## config.mk

```make
export PLATFORM = sky130hd
export DESIGN_NAME = jt12_i2s_tx
export DESIGN_NICKNAME = d
export VERILOG_FILES = /design/src/rtl/jt12_i2s_tx.sv
export SDC_FILE = /design/constraint.sdc
export NUM_CORES = 1
export LEC_CHECK = 0
export ABC_CLOCK_PERIOD_IN_PS = 2700
export BUFFER_PORTS_ARGS = -buffer_cell sky130_fd_sc_hd__buf_2
export CORE_ASPECT_RATIO = 1.75
export CORE_MARGIN = 3
export CORE_UTILIZATION = 58
export DETAILED_ROUTE_END_ITERATION = 16
export HOLD_SLACK_MARGIN = 0.1
export PLACE_DENSITY = 0.88
export SYNTH_ARGS = -nofsm -noshare
export SYNTH_HDL_FRONTEND = slang
export SYNTH_SLANG_ARGS = --single-unit
```

## constraint.sdc

```tcl
create_clock -name clk -period 2.7 [get_ports clk]
set_clock_uncertainty 0.1 [all_clocks]
set_input_delay 0.81 -clock clk [delete_from_list [all_inputs] [get_ports clk]]
set_output_delay 0.81 -clock clk [all_outputs]
set_load 0.01 [all_outputs]
```

## src/rtl/jt12_i2s_tx.sv

```systemverilog
// I2S transmitter: one 32-bit {L,R} frame per 32 sclk periods, MSB first,
// with the standard one-bit delay after each lrck change.
module jt12_i2s_tx #(
  parameter int DIV = 4
) (
  input  logic        clk,
  input  logic        rst,
  input  logic        sample,
  input  logic [15:0] left,
  input  logic [15:0] right,
  input  logic        mute,
  output logic        sclk,
  output logic        lrck,
  output logic        sdata,
  output logic        frame_start,
  output logic        overrun
);

  logic [7:0]  r_div;
  logic [4:0]  r_slot;
  logic [31:0] r_hold;
  logic [31:0] r_w;
  logic        r_pend;
  logic        r_sclk, r_lrck, r_sdata, r_fs, r_ov;

  logic        w_wrap, w_fall, w_load;
  logic [4:0]  w_nslot;

  assign w_wrap  = (r_div == 8'(DIV - 1));
  assign w_fall  = w_wrap & r_sclk;
  assign w_load  = w_fall & (r_slot == 5'd31);
  assign w_nslot = r_slot + 5'd1;

  always_ff @(posedge clk or negedge rst) begin
    if (!rst) begin
      r_div   <= '0;
      r_sclk  <= 1'b0;
      r_slot  <= '0;
      r_lrck  <= 1'b0;
      r_sdata <= 1'b0;
    end else begin
      r_div <= w_wrap ? 8'd0 : r_div + 8'd1;
      if (w_wrap) r_sclk <= ~r_sclk;
      if (w_fall) begin
        r_slot  <= w_nslot;
        r_lrck  <= w_nslot[4];
        // entering slot k emits W[32-k]; 31-slot == ~slot, slot 0 gets old W[0]
        r_sdata <= r_w[~r_slot];
      end
    end
  end

  always_ff @(posedge clk or negedge rst) begin
    if (!rst) begin
      r_hold <= '0;
      r_w    <= '0;
      r_pend <= 1'b0;
      r_fs   <= 1'b0;
      r_ov   <= 1'b0;
    end else begin
      r_fs <= w_load;
      r_ov <= sample & r_pend & ~w_load;
      // a load reads the old holding word; a coincident sample becomes the next pending one
      if (w_load) begin
        if (mute)        r_w <= '0;
        else if (r_pend) r_w <= r_hold;
      end
      if (sample) begin
        r_hold <= {left, right};
        r_pend <= 1'b1;
      end else if (w_load) begin
        r_pend <= 1'b0;
      end
    end
  end

  assign sclk        = r_sclk;
  assign lrck        = r_lrck;
  assign sdata       = r_sdata;
  assign frame_start = r_fs;
  assign overrun     = r_ov;

endmodule

```

# Yosys cells after proc, flatten, opt, wreduce, memory -nomap -nowiden
# Cells that the tools add are included.
# op_classes
addsub	2
magnitude_cmp	1
n_eq_ne	2
muxes	7
bitwise	7
n_reduce_logical	3
# ops
op	count
$mux 32	2
$add 8x1->8 const B	1
$eq 8x2->1 const B	1
$mux 8	1
$lt 5x6->1 const B	1
$add 5x1->5 const B	1
$bmux 1 s5	1
$eq 5x5->1 const B	1
$not 5->5	1
$and 1x1->1	4
$reduce_bool 2->1	2
$mux 1	3
$not 1->1	2
$reduce_and 2->1	1
# word_totals
ff_bits	83
out_inout_bits	5

# Longest topological paths before layout
# depth
ltp_word	5
ltp_mapped	6
ltp_nobuf	5

# Worst setup path after synthesis
# OpenSTA, ideal clock, no wires.
# synth_timing
path_type	register -> register
from	reg r_div[3]
to	reg r_w[10]
setup_time_ps	125
t_arrival_ps	2124
t_required_ps	2475
path_slack_ps	351
path_stages_with_launch	6
n_path_buf	1
period_less_slack_ps	2349
path_cell_list	dfrtp_1 > or4_4 > nor4_4 > o211a_4 > buf_12 > mux2_4
# synth_between
elab_chain_len	4
# synth_rtl
item	line_no	rtl
start, declared	19	logic [7:0] r_div;
start signal, assigned	42	r_div <= w_wrap ? 8'd0 : r_div + 8'd1;
$eq 8x2->1	29	assign w_wrap = (r_div == 8'(DIV - 1));
$and 1x1->1	30	assign w_fall = w_wrap & r_sclk;
$and 1x1->1	31	assign w_load = w_fall & (r_slot == 5'd31);
$reduce_and 2->1 (no source line)	-	
end signal, assigned	66	else if (r_pend) r_w <= r_hold;
end, declared	22	logic [31:0] r_w;
# No other way between the ends.
# A chain may end at the register's enable or synchronous reset.

# Worst setup path after layout
# layout_timing
from	reg r_div[3]
to	reg r_w[25]
# Same word-level chain as after synthesis.

==> results.cfg <==
[power_and_ir_drop]
report.power.total_mw = 2.36
powerDensity_nw_per_um2 = 548
clkPwrFrac_pct = 38.1
p_sw_mw = 0.519
p_int_mw = 1.84
netSwitchingFraction_pct = 22.0
combPwrFrac_pct = 6.9
pwr-share-seq_pct = 55.0
ir_worst_vdd_mv = 0.509
leakagePower_nw = 2.03

[clocking]
holdBufCountCts = 0
post-cts-setup-buffers = 0
tritoncts = done
root_buffer = clkbuf_8
clk_pin_slew_ns = 0.08
cts_buffers = 9
h-tree-depth = 3
cts_max_path_buffers = 2
cts_num_sinks = 82
clock_latency_ns = 0.36
cts_resized = 0

[timing]
period_share_pct = 90.9
fin_tns_setup_ns = 0
rsz0062_at_grt = false
tightest_slew_ns = 0.539
hold_viol = 0
finalSetupViolCount = 0
slew_viol_final = 0
min_period_ns = 2.46
final.setup.worst_slack_ns = 0.245
relSlewSlack_pct = 64.1
hold-worst-slack_ns = 0.333
fmax_ghz = 0.407

[place]
place_hpwl_um = 4480
dp_slack_ns = 0.264
place.gp.congestion = 0.726
io_buffers = 40

[critical_path]
cpLargestDelayFamily = simple AND/OR/NAND/NOR gates
critical_path_class = flip-flop to flip-flop
cp_cell_sequence = or4_4 > nor4_4 > o211a_4 > buf_12 > mux2_4
reg2reg_from = r_div[3]
r2r.worst_path.cells = 5
cp-end-kind = flip-flop
slowest_stage = or4_4
critPathMaxFanout = 19
critPathMaxStageDelay_ns = 0.56
crit_start = r_div[3]
cp.arrival_ns = 2.59
worstSetupPathDepth = 5
cp-start-kind = flip-flop
critPathBufInv = 1
crit_required_ns = 2.84

[finish]
antenna-diode-count = 0
synthToLayoutAreaGrowth_pct = 12.8
drive_gt1_share_pct = 56.3
final_net_count = 335

[flow_run]
cap_violations = 0

[detailed_routing]
routed_wl_um = 6400
route.vias.total = 2081
antenna_left = 0
wl_per_cell_um = 16.8
firstDrtPassIters = 4
vias_per_cell = 5.48
drcViolationCount = 0
drt-initial-drc-count = 75

[synth]
synth_cells = 251
yosysSeqAreaShare_pct = 53.7
ys_seq_elements = 82
yosys.area.top_type = dfrtp_1
ys_top_cells_by_area = dfrtp_1 54%, mux2_4 12%, mux2_2 11%
synth_top_area_share_pct = 53.7
ys_warn_count = 0
synth_cell_types = 34
syn_area_per_cell_um2 = 15.2
syn_nets = 290
syn-cell-area_um2 = 3820

[floorplanning]
die_area_um2 = 7640
die_x_um = 67.4
fp.coreArea_um2 = 6280
start_util_pct = 60.9
pin_count = 41
fp-row-count = 38
die_h_um = 113

[grt]
grt_pass1_vias = 2314
grt_max_degree = 43
grt_usage_pct = 19.5
antenna_found_initial = 0
grt_overflow = 0
grt_pass1_wl_um = 10900

[worst_hold_path]
hold_class = input pin to asynchronous set/reset pin

[run_status]
status = finished clean
-- cell families after synthesis --
family / count (synthesis) / synth area share [%]
mux: 75 / 27.4
fa+ha+maj: 3 / 0.982
flops: 82 / 53.7
compound gates: 5 / 1.24
buf+inv: 16 / 2.85
simple gates: 61 / 11.8
xor+xnor: 9 / 2.06
-- metrics by stage --
step	std cells	utilization, %	instance area (µm²)
2_1_floorplan	251	-	3820
5_1_grt	380	68.7	4310
3_5_place_dp	365	65.5	4110
3_3_place_gp	365	65.5	4110
4_1_cts	380	68.7	4310
6_report	380	68.7	4310
-- power by group through the flow --
stage	registers, mW	logic [mW]	clock network [mW]
2_1_floorplan	1.31	0.0976	0
3_3_place_gp	1.32	0.160	0
3_5_place_dp	1.32	0.167	0
4_1_cts	1.30	0.169	0.925
5_1_grt	1.31	0.183	0.982
6_report	1.30	0.164	0.899
-- per-layer routing --
| metal | global-route usage, % | vias up | share of wire [%] |
|---|---|---|---|
| li1 | - | 966 | - |
| met1 | 23.6 | 1069 | 41 |
| met2 | 31.5 | 34 | 54 |
| met3 | 5.52 | 12 | 3.1 |
| met4 | 9.21 | 0 | 2.5 |
| met5 | 0 | - | 0 |
-- worst paths after layout --
path	to	slack, ns
setup / recovery	r_w[25]	0.24
hold / removal	sclk	0.33
setup reg to reg	r_w[25]	0.24
hold reg to reg	sdata	0.41
max in group asynchronous	r_hold[27]	1.59
min in group clk	sdata	0.41
-- registers in the layout, summed over array words and instances (netlist names) --
signal       cells
frame_start      1
overrun          1
r_div            8
r_hold          32
r_pend           1
r_slot           5
r_w             32
sclk             1
sdata            1
-- synthesized netlist by cell type --
cell type,count
and2b_2,27
ha_1,3
o32a_2,1
buf_12,3
inv_1,2
nand2b_1,2
dfrtp_1,82
and3_2,1
nor4_1,1
and3_1,3
xnor2_1,8
clkbuf_1,10
nand2_1,4
mux2_4,30
o22ai_1,1
nor2_1,3
or4_4,1
o211a_4,1
and2b_1,3
nor3b_1,1
mux4_2,8
nand4b_1,1
nand4_1,1
xor2_1,1
mux2i_1,1
buf_1,1
nor3_1,2
or2b_1,1
a21o_1,1
nor4_4,1
nor2b_1,2
a21oi_1,1
nand3_1,7
mux2_2,36
-- cell type report --
type / count / area [µm²]
sequential: 82 / 2050
fill: 471 / 1970
multi-input combinational: 153 / 1660
timing repair buffer: 48 / 288
clock buffer: 11 / 151
tap: 80 / 100
clock inverter: 4 / 51.3
inverter: 2 / 7.51
-- cell usage in the layout (no fill, tap or decap), types with 2 or more instances in the layout --
cell type  netlist  final
nand2_1          4      4
and3_1           3      3
dfrtp_1         82     82
buf_12           3      2
xnor2_1          8      8
nor2_1           3      3
nor2b_1          2      2
nand2b_1         2      2
buf_4            0      7
clkbuf_8         0     11
mux4_2           8      8
and2b_1          3      3
nand3_1          7      7
and2b_2         27     27
inv_1            2      2
mux2_4          30     30
nor3_1           2      2
buf_2            0     39
mux2_2          36     36
ha_1             3      3
No activity file was read; power rests on OpenSTA's default activity.
